`config.mk`:
```
export PLATFORM = sky130hd
export DESIGN_NAME = intc
export DESIGN_NICKNAME = d
export VERILOG_FILES = /design/src/rtl/intc.sv
export SDC_FILE = /design/constraint.sdc
export NUM_CORES = 1
export LEC_CHECK = 0
export ABC_AREA = 1
export BUFFER_PORTS_ARGS = -buffer_cell sky130_fd_sc_hd__buf_4
export CAP_MARGIN = 40
export CORE_ASPECT_RATIO = 0.6
export CORE_UTILIZATION = 45
export DETAILED_ROUTE_END_ITERATION = 7
export PLACE_DENSITY = 0.76
export RECOVER_POWER = 100
export SETUP_SLACK_MARGIN = 0.4
export SYNTH_ARGS = -nofsm -noshare
export SYNTH_HDL_FRONTEND = slang
export SYNTH_SLANG_ARGS = --single-unit
```
`constraint.sdc`:
```
create_clock -name clk -period 1.6 [get_ports clk]
set_input_delay 0.08 -clock clk [delete_from_list [all_inputs] [get_ports clk]]
set_output_delay 0.08 -clock clk [all_outputs]
set_load 0.01 [all_outputs]
```
`src/rtl/intc.sv`:
```
// Edge-triggered interrupt controller: pending/enable/claim/EOI register file and a
// three-state request handshake toward the control unit. INTC_SYNC_EN adds a 2-flop irq synchroniser.
module intc #(
    parameter int NUM_SRC = 8,
    parameter int ID_W    = 5
) (
    input  logic               clk,
    input  logic               rst,
    input  logic [NUM_SRC-1:0] irq,
    input  logic               int_ack,
    output logic               hwint,
    input  logic [1:0]         reg_addr,
    input  logic               reg_rd,
    input  logic               reg_wr,
    input  logic [31:0]        reg_wdata,
    output logic [31:0]        reg_rdata
);

    typedef enum logic [1:0] {IDLE, REQ, ACTIVE} state_t;

    localparam logic [1:0] ADDR_PENDING = 2'd0;
    localparam logic [1:0] ADDR_ENABLE  = 2'd1;
    localparam logic [1:0] ADDR_CLAIM   = 2'd2;
    localparam logic [1:0] ADDR_EOI     = 2'd3;

    state_t             state, state_next;
    logic [NUM_SRC-1:0] sampled, prev, rise;
    logic [NUM_SRC-1:0] pending, pending_next, enable, req, grant;
    logic [ID_W-1:0]    claim, winner;
    logic               any, ack_take, wr_pending, wr_enable, wr_eoi;
    logic               unused_wdata;

`ifdef INTC_SYNC_EN
    logic [NUM_SRC-1:0] sync_meta;

    // NOTE: sequential state always uses non-blocking assignments so every flop samples pre-edge values.
    always_ff @(posedge clk) begin
        if (rst) begin
            sync_meta <= '0;
            sampled   <= '0;
        end else begin
            sync_meta <= irq;
            sampled   <= sync_meta;
        end
    end
`else
    // NOTE: sequential state always uses non-blocking assignments so every flop samples pre-edge values.
    always_ff @(posedge clk) begin
        if (rst) sampled <= '0;
        else     sampled <= irq;
    end
`endif

    assign rise         = sampled & ~prev;
    assign req          = pending & enable;
    assign any          = |req;
    assign grant        = req & (~req + NUM_SRC'(1));
    assign ack_take     = (state == REQ) && int_ack && any;
    assign wr_pending   = reg_wr && (reg_addr == ADDR_PENDING);
    assign wr_enable    = reg_wr && (reg_addr == ADDR_ENABLE);
    assign wr_eoi       = reg_wr && (reg_addr == ADDR_EOI);
    assign hwint        = (state == REQ);
    assign unused_wdata = ^reg_wdata[31:NUM_SRC];

    always_comb begin
        winner = '0;
        for (int i = NUM_SRC - 1; i >= 0; i--) begin
            if (req[i]) winner = ID_W'(i);
        end
    end

    // A new edge is OR-ed in last so it survives both a W1C and the claim clear.
    always_comb begin
        pending_next = pending;
        if (wr_pending) pending_next = pending_next & ~reg_wdata[NUM_SRC-1:0];
        if (ack_take)   pending_next = pending_next & ~grant;
        pending_next = pending_next | rise;
    end

    always_comb begin
        // NOTE: defaults first so every path assigns state_next and no latch is inferred.
        state_next = state;
        case (state)
            IDLE:    if (any) state_next = REQ;
            REQ:     if (!any) state_next = IDLE;
                     else if (int_ack) state_next = ACTIVE;
            ACTIVE:  if (wr_eoi) state_next = IDLE;
            default: state_next = IDLE;
        endcase
    end

    always_ff @(posedge clk) begin
        if (rst) begin
            state   <= IDLE;
            prev    <= '0;
            pending <= '0;
            enable  <= '0;
            claim   <= '0;
        end else begin
            state   <= state_next;
            prev    <= sampled;
            pending <= pending_next;
            if (wr_enable) enable <= reg_wdata[NUM_SRC-1:0];
            if (ack_take)  claim  <= winner;
        end
    end

    always_comb begin
        reg_rdata = '0;
        if (reg_rd) begin
            case (reg_addr)
                ADDR_PENDING: reg_rdata = 32'(pending);
                ADDR_ENABLE:  reg_rdata = 32'(enable);
                ADDR_CLAIM: begin
                    reg_rdata     = 32'(claim);
                    reg_rdata[31] = (state == ACTIVE);
                end
                default:      reg_rdata = '0;
            endcase
        end
    end

endmodule

```
==> results_dict.tcl <==
set metrics [dict create \
    fin_tns_setup_ns 0 \
    crit_arrival_ns 1.49 \
    min_period_ns 1.37 \
    critical_path_required_ns 1.72 \
    p_leak_nw 1.24 \
    gp_congestion 0.838 \
    dieArea_mm2 0.00441 \
    track_usage 0.203 \
    grt_pass1_vias 1440 \
    synth_top_area_frac 0.397 \
    synth_area_mm2 0.00186 \
    cts_tree "built" \
    core_area_mm2 0.00381 \
    grt_pass1_wl_um 6760 \
    crit_path_end_kind "register" \
    cts_made_buffers 5 \
    slew_headroom 0.129 \
    cts_root_buf "clkbuf_8" \
    critPathTopFamily "simple AND/OR/NAND/NOR gates" \
    crit_cells 8 \
    setup_violations 0 \
    cp_slowest_stage_delay_ns 0.36 \
    finalPower_w 0.00188 \
    area_delta_synth_final_pct 30.3 \
    synth_top_area_cell "dfxtp_1" \
    grt_max_degree 27 \
    max-clock-path-buffers 2 \
    cp_slowest_cell "dfxtp_1" \
    hold_viol_final 0 \
    drv_cap 0 \
    pre_cts_ws_ns 0.175 \
    start_util 0.490 \
    start_kind "register" \
    synthCells 268 \
    drt_iter0_drc 102 \
    crit_path_cell_trace "nand2_1 > nand2_4 > nor2_1 > nand2_1 > nand2_4 > buf_6 > o21bai_1 > o31ai_1" \
    first_pass_iters 4 \
    via_per_inst 4.74 \
    synth_seq_cells 37 \
    multi_input_area_um2 913 \
    worst_pin_slew_ns 1.31 \
    clock-sinks 37 \
    yosysSeqAreaShare 0.397 \
    antenna_found_initial 0 \
    fp.dieW_um 85.1 \
    r2r-start "enable[7]$_SDFFE_PP0P_" \
    drv_slew 0 \
    worst-path-buf-inv 1 \
    antenna_cells 0 \
    irDropWorstVdd_v 0.000688 \
    post-route-period-util 0.854 \
    crit_path_max_fanout 5 \
    final_nets 374 \
    io_pins 80 \
    finalWorstSetupSlack_ns 0.234 \
    timing.fmax_mhz 732 \
    placedCellCount 345 \
    seqCellArea_um2 759 \
    routed_wl_um 4470 \
    overflow 0 \
    drtAntennaViolNets 0 \
    fill_cells 360 \
    reg2reg_to "pending[4]$_SDFF_PP0_" \
    layout.cells.non_filler 375 \
    synth_cell_type_count 24 \
    insertion_delay_ns 0.28 \
    holdPathEnd "sampled[3]$_SDFF_PP0_" \
    reg2reg_depth 8 \
    wire_per_inst_um 11.9 \
    hold_class "primary input to register" \
    rsz0062_at_grt "true" \
    fin_skew_ns 0.00526 \
    syn_avg_cell_area_um2 6.96 \
    port_buffers 32 \
    h-tree-depth 2 \
    die_y_um 51.9 \
    min_path_cells 3 \
    cts.clk_slew.worst_paths_ns 0.07 \
    reg2reg_slack_ns 0.23 \
    vias 1778 \
    drc 0 \
    status "completed" \
    synth_area_leaders "dfxtp_1 40%, nand2_1 13%, buf_4 9.3%" \
    drive_above_1_share 0.314 \
    min_from "irq[3]" \
    hpwl_um 2890 \
    std_cell_rows 17 \
    crit_type "register to register" \
    yosys_warnings 0 \
    power_density_mw_per_mm2 775 \
]
-- synth_stat cells (all sizes together) --
cell,instances
o31ai,2
o22ai,4
nand3,24
nor2,28
nand4,2
a21boi,2
nand2,77
conb,1
dfxtp,37
o211ai,1
a21oi,17
o21ai,1
nor3,1
o21bai,1
buf,30
inv,40
-- power breakdown --
part           leakage (nW)  internal [W]  switching [W]  total (W)
Combinational         0.892      0.000122       0.000156   0.000278
Sequential            0.309      0.000965      0.0000254   0.000991
Clock                0.0395      0.000309       0.000304   0.000613
-- per-stage QoR --
step                      hold slack, ns  cell area [µm²]  utilization
after floorplan                    0.187             1950            -
after global placement             0.279             2080        0.546
after detailed placement           0.286             2080        0.546
after CTS                        0.00375             2360        0.619
after global routing              0.0118             2430        0.638
final                            0.00352             2430        0.638
-- worst reg2reg max path: cells and delay by family, from the launching register on --
kind | cells | cell delay (ns)
flip-flops | 1 | 0.36
AND/OR/NAND/NOR | 5 | 0.48
buffers and inverters | 1 | 0.14
AO/OA/AOI/OAI | 2 | 0.22
-- metal layers --
metal	vias to the layer above	share of wire	track usage
li1	899	-	-
met1	803	0.48	0.284
met2	73	0.44	0.305
met3	3	0.077	0.0619
met4	0	0.0049	0.0537
met5	-	0	0
-- flip-flops by register name (all words and copies together) (netlist names) --
signal	cells
claim	3
enable	8
state	2
prev	8
sampled	8
pending	8
-- worst max path at each step --
stage	startpoint	endpoint	slack, ns
after global placement	enable[3]$_SDFFE_PP0P_	claim[0]$_SDFFE_PP0N_	0.20
after CTS	enable[2]$_SDFFE_PP0P_	reg_rdata[2]	0.37
after global routing	rst	pending[3]$_SDFF_PP0_	0.18
after floorplan	enable[1]$_SDFFE_PP0P_	pending[1]$_SDFF_PP0_	0.47
after detailed placement	enable[1]$_SDFFE_PP0P_	pending[1]$_SDFF_PP0_	0.17
final	enable[7]$_SDFFE_PP0P_	pending[4]$_SDFF_PP0_	0.23
-- kinds of logic (layout without fill, tap and decap cells) --
logic type,Yosys count,after routing,share of synthesized area
and+or+nand+nor,132,132,0.315
AOI/OAI and AO/OA,28,28,0.0919
other,1,23,0.00201
buffers and inverters,70,108,0.194
DFF,37,37,0.397
-- timing repair --
| item | CTS | global route |
|---|---|---|
| hold buffers | 4 | 0 |
| pin swaps | 7 | 18 |
| hold endpoints to repair | 4 | 0 |
| gates resized for setup | 25 | 28 |
| endpoints found under the setup margin | 13 | 19 |
| buffers inserted | 14 | 4 |
-- final cells by class --
class | count | share of cell area
clock buffers | 8 | 0.0330
inverters | 40 | 0.0618
multi-input cells | 183 | 0.376
flip-flops and latches | 37 | 0.313
well taps | 47 | 0.0242
repair buffers | 60 | 0.193
-- placed cells by master (no fill, tap or decap) --
cell	Yosys	final
nand2_1	65	58
o21bai_1	1	1
a21boi_0	2	2
nor2_4	2	3
clkbuf_1	0	7
dlygate4sd3_1	0	4
nor2_1	24	21
o211ai_1	1	1
inv_2	0	3
nand4_1	2	2
a21oi_2	3	4
nand3_2	0	2
dfxtp_4	0	2
inv_1	40	37
a21oi_1	14	13
nand3_1	24	22
buf_4	23	45
nand2_4	1	6
clkbuf_4	0	1
dfxtp_1	37	26
nand2_2	11	13
conb_1	1	23
clkbuf_8	0	5
nor3_1	1	1
o21ai_0	1	1
dfxtp_2	0	9
o22ai_1	4	4
nor2_2	2	4
buf_6	1	6
o31ai_1	2	2
Note: power is estimated with default switching activity, not from simulation.
